$ cat src/rtl/vec_mul_seq_ctrl.sv
// Batch sequencer for the vector-multiplier: optional weight reload, UB vector feed,
// and latency-matched Result SRAM writeback with a one-cycle done pulse.
module vec_mul_seq_ctrl #(
    parameter int ADDRESSSIZE   = 10,
    parameter int LEN_BW        = 11,
    parameter int ARRAY_LATENCY = 33,
    parameter int WLOAD_WORDS   = 16
) (
    input  logic                   clk,
    input  logic                   rst,
    input  logic                   start,
    input  logic                   cfg_reload,
    input  logic [ADDRESSSIZE-1:0] cfg_src_base,
    input  logic [ADDRESSSIZE-1:0] cfg_dst_base,
    input  logic [LEN_BW-1:0]      cfg_num_vec,
    input  logic                   fifo_empty,
    output logic                   fifo_read_enable,
    output logic                   weight_reload,
    output logic [ADDRESSSIZE-1:0] ub_address,
    output logic                   ub_read_valid,
    output logic                   res_write_enable,
    output logic [ADDRESSSIZE-1:0] res_address,
    output logic                   busy,
    output logic                   done
);
    localparam int LW = $clog2(WLOAD_WORDS + 1);

    typedef enum logic [2:0] {IDLE, LOAD_W, FEED, DRAIN, DONE} state_t;

    state_t state_reg, state_next;

    logic [ADDRESSSIZE-1:0]   src_base_reg, dst_base_reg;
    logic [LEN_BW-1:0]        num_vec_reg, rd_cnt_reg, wr_cnt_reg, wr_cnt_next;
    logic [LW-1:0]            load_cnt_reg;
    logic [ARRAY_LATENCY-1:0] dly_reg;

    logic                   accept, pop, last_pop, issue;
    logic [ADDRESSSIZE-1:0] issue_base, issue_idx;

    assign accept           = (state_reg == IDLE) && start;
    assign pop              = (state_reg == LOAD_W) && !fifo_empty && (load_cnt_reg < LW'(WLOAD_WORDS));
    assign last_pop         = pop && (load_cnt_reg == LW'(WLOAD_WORDS - 1));
    assign fifo_read_enable = pop;
    assign weight_reload    = (state_reg == LOAD_W);
    assign busy             = (state_reg != IDLE);
    assign done             = (state_reg == DONE);
    assign res_write_enable = dly_reg[ARRAY_LATENCY-1];
    assign wr_cnt_next      = wr_cnt_reg + (res_write_enable ? LEN_BW'(1) : LEN_BW'(0));
    assign res_address      = dst_base_reg + wr_cnt_reg[ADDRESSSIZE-1:0];

    // issue is decided one cycle early so the registered read strobe lines up with the state
    always_comb begin
        state_next = state_reg;
        issue      = 1'b0;
        issue_base = src_base_reg;
        issue_idx  = rd_cnt_reg[ADDRESSSIZE-1:0];
        case (state_reg)
            IDLE: begin
                issue_base = cfg_src_base;
                issue_idx  = '0;
                if (start) begin
                    if (cfg_reload) begin
                        state_next = LOAD_W;
                    end else if (cfg_num_vec != '0) begin
                        state_next = FEED;
                        issue      = 1'b1;
                    end else begin
                        state_next = DONE;
                    end
                end
            end
            LOAD_W: begin
                if (last_pop) begin
                    if (num_vec_reg != '0) begin
                        state_next = FEED;
                        issue      = 1'b1;
                    end else begin
                        state_next = DONE;
                    end
                end
            end
            FEED: begin
                if (rd_cnt_reg == num_vec_reg) state_next = DRAIN;
                else                           issue      = 1'b1;
            end
            DRAIN: begin
                // look at the post-write count so done follows the last write immediately
                if (wr_cnt_next == num_vec_reg) state_next = DONE;
            end
            DONE:    state_next = IDLE;
            default: state_next = IDLE;
        endcase
    end

    always_ff @(posedge clk or posedge rst) begin
        if (rst) state_reg <= IDLE;
        else     state_reg <= state_next;
    end

    always_ff @(posedge clk or posedge rst) begin
        if (rst) begin
            src_base_reg  <= '0;
            dst_base_reg  <= '0;
            num_vec_reg   <= '0;
            rd_cnt_reg    <= '0;
            wr_cnt_reg    <= '0;
            load_cnt_reg  <= '0;
            ub_read_valid <= 1'b0;
            ub_address    <= '0;
        end else begin
            if (accept) begin
                src_base_reg <= cfg_src_base;
                dst_base_reg <= cfg_dst_base;
                num_vec_reg  <= cfg_num_vec;
                load_cnt_reg <= '0;
                rd_cnt_reg   <= issue ? LEN_BW'(1) : '0;
                wr_cnt_reg   <= '0;
            end else begin
                if (pop)   load_cnt_reg <= load_cnt_reg + LW'(1);
                if (issue) rd_cnt_reg   <= rd_cnt_reg + LEN_BW'(1);
                wr_cnt_reg <= wr_cnt_next;
            end
            ub_read_valid <= issue;
            ub_address    <= issue ? (issue_base + issue_idx) : '0;
        end
    end

    always_ff @(posedge clk or posedge rst) begin
        if (rst) begin
            dly_reg <= '0;
        end else begin
            dly_reg[0] <= ub_read_valid;
            for (int i = 1; i < ARRAY_LATENCY; i++) dly_reg[i] <= dly_reg[i-1];
        end
    end
endmodule

$ cat config.mk
export PLATFORM = sky130hd
export DESIGN_NAME = vec_mul_seq_ctrl
export DESIGN_NICKNAME = d
export VERILOG_FILES = /design/src/rtl/vec_mul_seq_ctrl.sv
export SDC_FILE = /design/constraint.sdc
export NUM_CORES = 1
export LEC_CHECK = 0
export CORE_ASPECT_RATIO = 0.7
export CORE_MARGIN = 2
export CORE_UTILIZATION = 45
export CTS_CLUSTER_DIAMETER = 30
export DETAILED_ROUTE_END_ITERATION = 6
export PLACE_DENSITY_LB_ADDON = 0.25
export SKIP_CTS_REPAIR_TIMING = 1
export SYNTH_ARGS = -nofsm -noshare
export SYNTH_HDL_FRONTEND = slang
export SYNTH_SLANG_ARGS = --single-unit
$ cat constraint.sdc
create_clock -name clk -period 3.8 [get_ports clk]
set_input_delay 0.76 -clock clk [delete_from_list [all_inputs] [get_ports clk]]
set_output_delay 0.76 -clock clk [all_outputs]
set_load 0.005 [all_outputs]
==> qor.txt <==
status -> finished clean
post-DR vias/cell -> 5.05
drt pass-1 iters -> 4
register area share after synthesis -> 51.6%
All-Layer GR Usage -> 19.2%
Multi-input gate area -> 2360 sq um
uppermost layer routed -> met4
clock sinks -> 105
Post-synth top flop -> dfrtp_1
setup TNS -> 0 ns
FF+latch count, synth -> 105
vias in the first global route -> 3652
max reg flops -> 33
Synth async-reset ratio -> 100%
maximum fanout along the worst path -> 5
Congestion Overflow GR -> 0
n_diodes -> 0
Worst R2R Path Depth -> 12
Commonest cells post-synth -> nand2_1 (143), dfrtp_1 (105), nor2_1 (41)
Reg-to-Reg Start -> state_reg[0]
met3 routed WL -> 461 microns
CTS Buf Count -> 9
Worst Hold Launch -> dly_reg[31]
FP Rows -> 32
worst setup path endpoint -> res_address[9]
die span in x -> 131 microns
DRT Wirelength -> 10900 microns
full die area -> 12200 sq um
post-synth cell types -> 42
NumNets Final -> 644
global-route wire length before repair -> 18500 microns
DR vias -> 3742
post-synth top area share -> 51.6%
Avg Inst Size Synth -> 9.79 sq um
PwrDens -> 836 nW/um^2
CP startpoint -> wr_cnt_reg[1]
setup violators final -> 0
detailed placer's ending HPWL -> 7610 microns
top cells by area, synth -> dfrtp_1 (52%), nand2_1 (11%), xnor2_1 (5.7%), ha_1 (5.7%), xor2_1 (4.0%)
Worst Path Arrival -> 2.78 ns
Worst IR Drop VDD -> 0.319 mV
H-Tree Depth -> 3
share of cells above drive strength 1 -> 5.44%
Synth Instances -> 520
pin count of the biggest net entering global routing -> 57
fmax -> 282 MHz
Leakage -> 0.00284 uW
met1 wire length -> 5650 microns
WHS -> 0.341 ns
CP endpoint kind -> primary output
Util after Layout -> 56.4%
core area -> 11000 sq um
Port-buffer cells -> 61
final setup skew -> 0.0126 ns
max-cap viol count -> 0
Initial Util -> 46.2%
clk slew on worst S/H paths -> 0.08 ns
r2r endpoint -> ub_address[9]
Hold Path Class -> reg2reg
RSZ-0062 raised after global routing -> false
Clock Latency Late Sink -> 0.36 ns
detailed-route wire length per cell -> 14.7 microns
Fill cells -> 949
Post-synth EDFFs -> 0
DRT antenna net count -> 0
Least-Margin Pin Slew -> 1.03 ns
Ys Warns -> 0
WP data required -> 3.04 ns
initial antenna violation count -> 0
met2 WL -> 4680 microns
TritonCTS clock tree -> yes
final worst path period share -> 93.2%
max-slew violation count -> 0
initial drt markers -> 233
largest area contributor in the netlist -> dfrtp_1
synthesis-to-layout area growth -> 22.0%
register area -> 2630 sq um
boundary pin count -> 62
relative slew slack -> 31.4%
clock root buffer -> clkbuf_16
dpl cell area -> 5890 sq um
count leader, synth -> nand2_1
Die Height -> 93.0 microns
Final min period -> 3.54 ns
Net Count, Synth -> 581
Hold Violations, Final -> 0
GPL Wtd Cong -> 0.847
type of origin of the critical path -> flip-flop
clk buf depth -> 2
Crit Path Class -> reg2out
final instance area -> 6210 sq um
FF-to-FF setup slack -> 0.42 ns
Synth Cell Area -> 5090 sq um
Post-route DRC -> 0
cell type report:
cell class | count | area share (%)
sequential | 105 | 42.3
multi-input combinational | 385 | 38.0
timing repair buffer | 67 | 10.6
clock buffer | 9 | 3.63
tap | 153 | 3.08
clock inverter | 7 | 1.47
inverter | 15 | 0.947
power breakdown:
part,internal [uW],switching (uW),total (uW)
combinational,1210,1010,2220
sequential,1600,403,2010
clock,478,478,956
metrics by stage:
step / setup slack (ns) / power, uW / cells
5_1_grt: 0.0236 / 5610 / 741
3_5_place_dp: 0.352 / 4240 / 725
4_1_cts: 0.236 / 5230 / 741
2_1_floorplan: 0.279 / 3400 / 520
6_report: 0.257 / 5190 / 741
3_3_place_gp: 0.397 / 4170 / 725
layout by cell type, fill, tap and decap left out, types with 6 or more instances in the layout:
cell type / n
and2_1: 12
nor4_1: 9
xor2_1: 23
nand2_1: 143
inv_1: 13
nor3_1: 16
ha_1: 23
clkdlybuf4s50_1: 61
nand4_1: 9
nand3_1: 10
dfrtp_1: 105
clkbuf_16: 9
a21oi_1: 11
o21ai_0: 12
buf_4: 6
nor2_1: 40
xnor2_1: 33
worst max-delay path, cell delays in order, from the launching register on:
cell and delay, ns:
dfrtp_1 0.44, ha_1 0.31, a21o_1 0.18, a21oi_1 0.20, nor2b_1 0.07, o21ai_0 0.23
a211o_1 0.23, nor2_1 0.06, a211oi_1 0.17, clkdlybuf4s50_1 0.53
worst min path at each step:
stage,to,cells past startpoint
final,dly_reg[32],0
after CTS,dly_reg[32],0
after floorplan,dly_reg[10],0
after global routing,dly_reg[30],0
after global placement,dly_reg[26],0
after detailed placement,dly_reg[2],0
metal layers:
layer	track usage (%)	vias up
met5	0	-
met4	4.98	0
met2	28.2	75
met3	4.93	12
li1	-	1846
met1	28.4	1809
cell families after synthesis:
logic type	share of synthesized area [%]
AO/OA/AOI/OAI	4.94
XOR/XNOR	11.0
adder cells (fa/ha/maj)	6.44
buffers and inverters	2.21
flip-flops	51.6
multiplexers	0.393
AND/OR/NAND/NOR	23.4
Note: power is estimated with default switching activity, not from simulation.
